==> src/rtl/bist_pkg.sv <==
// Shared types and default constants for the BIST sequencer slice.
package bist_pkg;

  // Sequencer states; explicit values keep the legacy encoding visible.
  typedef enum logic [2:0] {
    ST_IDLE    = 3'd0,
    ST_LOAD    = 3'd1,
    ST_RUN     = 3'd2,
    ST_COMPARE = 3'd3,
    ST_DONE    = 3'd4
  } bist_state_e;

  // Default pattern generator: x^8+x^6+x^5+x^4+1 style tap mask, seed 1.
  localparam logic [7:0] DEF_LFSR_TAPS = 8'hB8;
  localparam logic [7:0] DEF_LFSR_SEED = 8'h01;

  // Default signature polynomial x^5+x^2+1 (the x^5 term is implicit).
  localparam logic [4:0] DEF_MISR_POLY = 5'h05;

endpackage

==> src/rtl/bist_lfsr_gen.sv <==
// Fibonacci-style LFSR pattern generator with synchronous load and enable.
module bist_lfsr_gen
  import bist_pkg::*;
#(
  parameter int                LFSR_W    = 8,
  parameter logic [LFSR_W-1:0] LFSR_TAPS = DEF_LFSR_TAPS,
  parameter logic [LFSR_W-1:0] SEED      = DEF_LFSR_SEED
) (
  input  logic              clk,
  input  logic              rst,
  input  logic              load,
  input  logic              enable,
  output logic [LFSR_W-1:0] pattern
);

  // An all-zero seed would lock the LFSR, so it is replaced by 1.
  localparam logic [LFSR_W-1:0] SEED_EFF = (SEED == '0) ? LFSR_W'(1) : SEED;

  logic fb;

  // Feedback bit is the parity of the tapped pattern bits.
  always_comb begin
    fb = ^(pattern & LFSR_TAPS);
  end

  // Load takes priority over stepping; reset returns to the seed.
  always_ff @(posedge clk or negedge rst) begin
    if (!rst) begin
      pattern <= SEED_EFF;
    end else if (load) begin
      pattern <= SEED_EFF;
    end else if (enable) begin
      pattern <= {pattern[LFSR_W-2:0], fb};
    end
  end

endmodule

==> src/rtl/bist_sequencer.sv <==
// BIST sequencer: drives LFSR patterns into a circuit under test, compacts
// the responses in a MISR and compares the signature with a golden value.
module bist_sequencer
  import bist_pkg::*;
#(
  parameter int                LFSR_W    = 8,
  parameter logic [LFSR_W-1:0] LFSR_TAPS = DEF_LFSR_TAPS,
  parameter logic [LFSR_W-1:0] SEED      = DEF_LFSR_SEED,
  parameter int                MISR_W    = 5,
  parameter logic [MISR_W-1:0] MISR_POLY = DEF_MISR_POLY,
  parameter logic [MISR_W-1:0] MISR_INIT = '0,
  parameter int                CNT_W     = 16
) (
  input  logic              clk,
  input  logic              rst,
  input  logic              start,
  input  logic              abort,
  input  logic [CNT_W-1:0]  test_cycles,
  input  logic [MISR_W-1:0] golden,
  input  logic [MISR_W-1:0] cut_resp,
  output logic [LFSR_W-1:0] pattern,
  output logic              pattern_valid,
  output logic              busy,
  output logic              done,
  output logic              pass,
  output logic              fail,
  output logic [MISR_W-1:0] signature,
  output logic [CNT_W-1:0]  cycle_count
);

  localparam logic [CNT_W-1:0] CNT_ONE = CNT_W'(1);

  bist_state_e       state;
  logic [CNT_W-1:0]  tc_q;
  logic [MISR_W-1:0] golden_q;
  logic              in_load;
  logic              in_run;
  logic              in_compare;
  logic              lfsr_load;
  logic              last_run;

  // Decode state and derive datapath strobes; abort suppresses any update.
  always_comb begin
    in_load       = (state == ST_LOAD);
    in_run        = (state == ST_RUN);
    in_compare    = (state == ST_COMPARE);
    busy          = in_load | in_run | in_compare;
    pattern_valid = in_run & ~abort;
    lfsr_load     = in_load & ~abort;
    // Only evaluated in RUN, where tc_q is known to be non-zero.
    last_run      = (cycle_count == (tc_q - CNT_ONE));
  end

  bist_lfsr_gen #(
    .LFSR_W    (LFSR_W),
    .LFSR_TAPS (LFSR_TAPS),
    .SEED      (SEED)
  ) u_lfsr (
    .clk     (clk),
    .rst     (rst),
    .load    (lfsr_load),
    .enable  (pattern_valid),
    .pattern (pattern)
  );

  // MISR: shift with polynomial feedback and fold in the CUT response.
  always_ff @(posedge clk or negedge rst) begin
    if (!rst) begin
      signature <= MISR_INIT;
    end else if (lfsr_load) begin
      signature <= MISR_INIT;
    end else if (pattern_valid) begin
      signature <= {signature[MISR_W-2:0], 1'b0}
                 ^ (signature[MISR_W-1] ? MISR_POLY : '0)
                 ^ cut_resp;
    end
  end

  // Sequencer FSM with latched test parameters, counter and result flags.
  always_ff @(posedge clk or negedge rst) begin
    if (!rst) begin
      state       <= ST_IDLE;
      tc_q        <= '0;
      golden_q    <= '0;
      cycle_count <= '0;
      done        <= 1'b0;
      pass        <= 1'b0;
      fail        <= 1'b0;
    end else begin
      case (state)
        ST_IDLE, ST_DONE: begin
          if (start && !abort) begin
            state    <= ST_LOAD;
            tc_q     <= test_cycles;
            golden_q <= golden;
            done     <= 1'b0;
            pass     <= 1'b0;
            fail     <= 1'b0;
          end
        end
        ST_LOAD: begin
          if (abort) begin
            state <= ST_IDLE;
          end else begin
            cycle_count <= '0;
            state       <= (tc_q == '0) ? ST_COMPARE : ST_RUN;
          end
        end
        ST_RUN: begin
          if (abort) begin
            state <= ST_IDLE;
          end else begin
            cycle_count <= cycle_count + CNT_ONE;
            if (last_run) begin
              state <= ST_COMPARE;
            end
          end
        end
        ST_COMPARE: begin
          if (abort) begin
            state <= ST_IDLE;
          end else begin
            pass  <= (signature == golden_q);
            fail  <= (signature != golden_q);
            done  <= 1'b1;
            state <= ST_DONE;
          end
        end
        default: begin
          state <= ST_IDLE;
        end
      endcase
    end
  end

endmodule

==> config.mk <==
export PLATFORM = sky130hd
export DESIGN_NAME = bist_sequencer
export DESIGN_NICKNAME = d
export VERILOG_FILES = /design/src/rtl/bist_pkg.sv /design/src/rtl/bist_lfsr_gen.sv /design/src/rtl/bist_sequencer.sv
export SDC_FILE = /design/constraint.sdc
export NUM_CORES = 1
export LEC_CHECK = 0
export CAP_MARGIN = 20
export CORE_MARGIN = 2
export CORE_UTILIZATION = 43
export CTS_CLUSTER_SIZE = 12
export DETAILED_ROUTE_END_ITERATION = 8
export GPL_TIMING_DRIVEN = 0
export PLACE_DENSITY_LB_ADDON = 0.15
export SLEW_MARGIN = 20
export SYNTH_ARGS = -nofsm -noshare
export SYNTH_HDL_FRONTEND = slang
export SYNTH_SLANG_ARGS = --single-unit
export TNS_END_PERCENT = 50
==> constraint.sdc <==
create_clock -name clk -period 2.9 [get_ports clk]
set_input_delay 0.29 -clock clk [delete_from_list [all_inputs] [get_ports clk]]
set_output_delay 0.29 -clock clk [all_outputs]
set_load 0.01 [all_outputs]
==> metrics.md <==
| Metric | Value |
|---|---|
| Diode count | `0` |
| Post-CTS Resized | `0` |
| Critical path type | `in -> out` |
| Fin crit share | `0.9015` |
| Area taken by multi-input logic gates | `1593 sq um` |
| Synth cell types | `50` |
| Status | `complete, no violations` |
| R2R Setup Slk | `a little over 0.4 ns` |
| Die X | `88.74 um` |
| Worst reg2reg startpoint | `tc_q[0]` |
| Worst Hold Class | `in -> async` |
| Num CTS Buffers | `5` |
| Syn Area/Cell | `a little under 9 sq um` |
| Mapped cell area | `~3000 sq um` |
| Final wirelength | `between 7000 and 8000 um` |
| Die area | `roughly 7900 sq um` |
| Total power | `~2.5 mW` |
| Post-Synthesis Cells | `between 300 and 400` |
| Layout Skew | `roughly 0.0083 ns` |
| Max Cap Viol | `0` |
| CTS root buf | `clkbuf_8` |
| Leak | `approximately 1.7 nW` |
| Share of cells above drive strength 1 | `0.05981` |
| Yosys Warn Count | `0` |
| Detail-routed via count per cell | `5.091` |
| Drt wl/cell | `roughly 14 um` |
| Seq/Total Area, Yosys | `0.4542` |
| Core ar. | `6869 sq um` |
| Yosys top cell by area | `dfrtp_1` |
| CP startpoint | `abort` |
| Final nets | `around 450` |
| Max Slew Vio Count | `0` |
| Via Count | `around 2600` |
| Row count | `30` |
| DR pass1 iterations | `5` |
| Post-route ant nets | `0` |
| EDFF count, synth | `0` |
| Peak supply drop | `between 0.0005 and 0.0006 V` |
| Highest clock rate | `382.5 MHz` |
| CTS tree | `built` |
| Sequential cell area | `~1400 sq um` |
| Global-route wire length before repair | `around 12000 um` |
| Grt ovf | `0` |
| Least-Margin Pin Slew | `roughly 0.74 ns` |
| Synth-to-layout area growth | `27.47%` |
| # fillers | `between 600 and 700` |
| Crit-path max FO | `14` |
| Worst Path Arrival | `roughly 2.3 ns` |
| Clock transition at path regs | `roughly 0.1 ns` |
| Hold-fix buffers at CTS | `0` |
| Top cells by area, synth | `dfrtp_1, nand2_1, xnor2_1` |
| Final Hold Vio Count | `0` |
| Port buffer count | `63` |
| CTS Sinks | `56` |
| Initial core utilization | `0.4495` |
| Total Routing Usage GR | `0.1951` |
| GPL Wtd Cong | `0.8343` |
| I/O pin count | `64` |
| Post-CTS Repair Setup Buffers | `0` |
| Final setup vio count | `0` |
| Clock Path Buffers | `2` |
| RR Endpoint | `state[0]` |
| RSZ-0062 raised after global routing | `no` |
| DRC | `0` |
| Die Ht | `88.74 um` |
| Dpl hpwl | `5312 um` |
| Slew headroom | `0.5097` |
| Prevailing post-synth register cell | `dfrtp_1` |
| Critical path required time | `approximately 2.6 ns` |
| Crit. End Element | `output port` |
| Top cell type's share of synthesized area | `0.4457` |
| Worst Setup Start Kind | `input pin` |
| Power Density | `around 630 nW/um^2` |
| Reg2Reg Depth | `8` |
| #FFs+latches synth | `56` |
| Minimum clock period | `between 2 and 3 ns` |
| Syn nets | `between 300 and 400` |
| Pin count of the biggest net entering global routing | `between 50 and 60` |
| Initial DRC Count | `130` |
| Clk_lat worst skew | `0.31 ns` |
| H-tree depth | `2` |
| Setup TNS | `0 ns` |
| Initial antenna violation count | `0` |
| Vias in the first global route | `around 2600` |
| Synth async-reset ratio | `1.000` |
==> how the worst max path moves through the flow <==
stage                             end  slack, ns
finish                  pattern_valid       0.29
global route            pattern_valid       0.13
global placement    u_lfsr.pattern[4]      -0.24
CTS                     pattern_valid       0.13
detailed placement      pattern_valid      -0.03
floorplan                    state[0]       0.63
==> cells in the mapped netlist (2+ instances only) <==
library cell,count
a211oi_1,3
dfrtp_1,55
xnor2_1,25
nand3_1,10
o211ai_1,2
and3_1,5
nor4b_1,3
a31oi_1,3
nor2b_1,2
nand2b_1,2
nor4_1,3
nor3_1,7
mux2i_1,3
o21ai_1,2
nor2_1,20
o21ai_0,17
nand4_1,8
inv_1,7
a21oi_1,13
or3_1,5
ha_1,2
xor2_1,16
nand2_1,90
clkbuf_1,15
nand3b_1,4
a21o_1,2
==> final cells by class <==
type,count,area share
Multi-Input combinational cell,268,0.4046
Sequential cell,56,0.3563
Timing Repair Buffer,63,0.1596
Tap cell,96,0.03051
Clock buffer,7,0.02193
Buffer,16,0.01748
Inverter,7,0.007629
Clock inverter,1,0.001907
==> power breakdown <==
group / leakage [nW] / internal, mW / switching, mW
clock network: 0.0445 / 0.195 / 0.258
logic: 0.874 / 0.468 / 0.427
registers: 0.737 / 0.940 / 0.208
total: 1.66 / 1.60 / 0.893
==> sequential cells by signal, summed over array words and instances, names as in the netlist <==
name and flops:
done 1, state 3, pass 1, fail 1, cycle_count 16, tc_q 16
signature 5, golden_q 5, u_lfsr.pattern 8
==> critical path: stages <==
cell	delay, ns
clkdlybuf4s50_1	0.48
nor2_1	0.23
nand2_1	0.07
or2_1	0.21
clkbuf_1	0.19
clkinvlp_4	0.25
clkdlybuf4s50_1	0.59
==> routing by layer <==
metal  routed length (um)  share of wire  track usage
met2                 3451           0.48       0.3311
met1                 3381           0.47       0.2566
met5                    0              0            0
met4                   65         0.0090      0.04821
met3                  305          0.042      0.03825
==> through the flow <==
step                area (sq um)  instances    util  setup WS (ns)  hold slack [ns]
global route                3936        514  0.5730         0.1307          0.08163
finish                      3936        514  0.5730         0.2858          0.01937
CTS                         3933        514  0.5725         0.1334          0.05824
floorplan                   3088        348       -         0.6309        -0.005591
detailed placement          3842        507  0.5594       -0.02738           0.3967
global placement            3839        507  0.5588        -0.2385           0.4685
==> cell usage in the layout (no fill, tap or decap), drive strengths merged, types with 2 or more instances in the layout <==
master	Yosys	layout
nand3	10	10
nor2b	2	2
a211oi	3	3
clkdlybuf4s50	0	62
mux2	2	2
clkinvlp	0	2
o21ai	19	19
nor4b	3	3
a21o	2	2
ha	2	2
nand3b	4	4
nor3	8	8
nor2	21	21
inv	7	6
nand4	9	9
nor4	4	4
a31oi	3	3
or3	5	5
o211ai	2	2
xnor2	25	25
and3	6	6
buf	2	3
nand2b	2	2
clkbuf	15	21
dfrtp	55	55
xor2	16	16
nand2	90	90
mux2i	3	3
a21oi	13	13
==> kinds of logic (layout without fill, tap and decap cells) <==
kind of cell	count (synthesis)	in the layout	synth area share
buffers and inverters	24	94	0.03201
AND/OR/NAND/NOR	169	169	0.2618
flip-flops	56	56	0.4542
multiplexers	5	5	0.01702
adder cells (fa/ha/maj)	2	2	0.008102
XOR/XNOR	41	41	0.1163
AO/OA/AOI/OAI	51	51	0.1106
No activity file was read; power rests on OpenSTA's default activity.
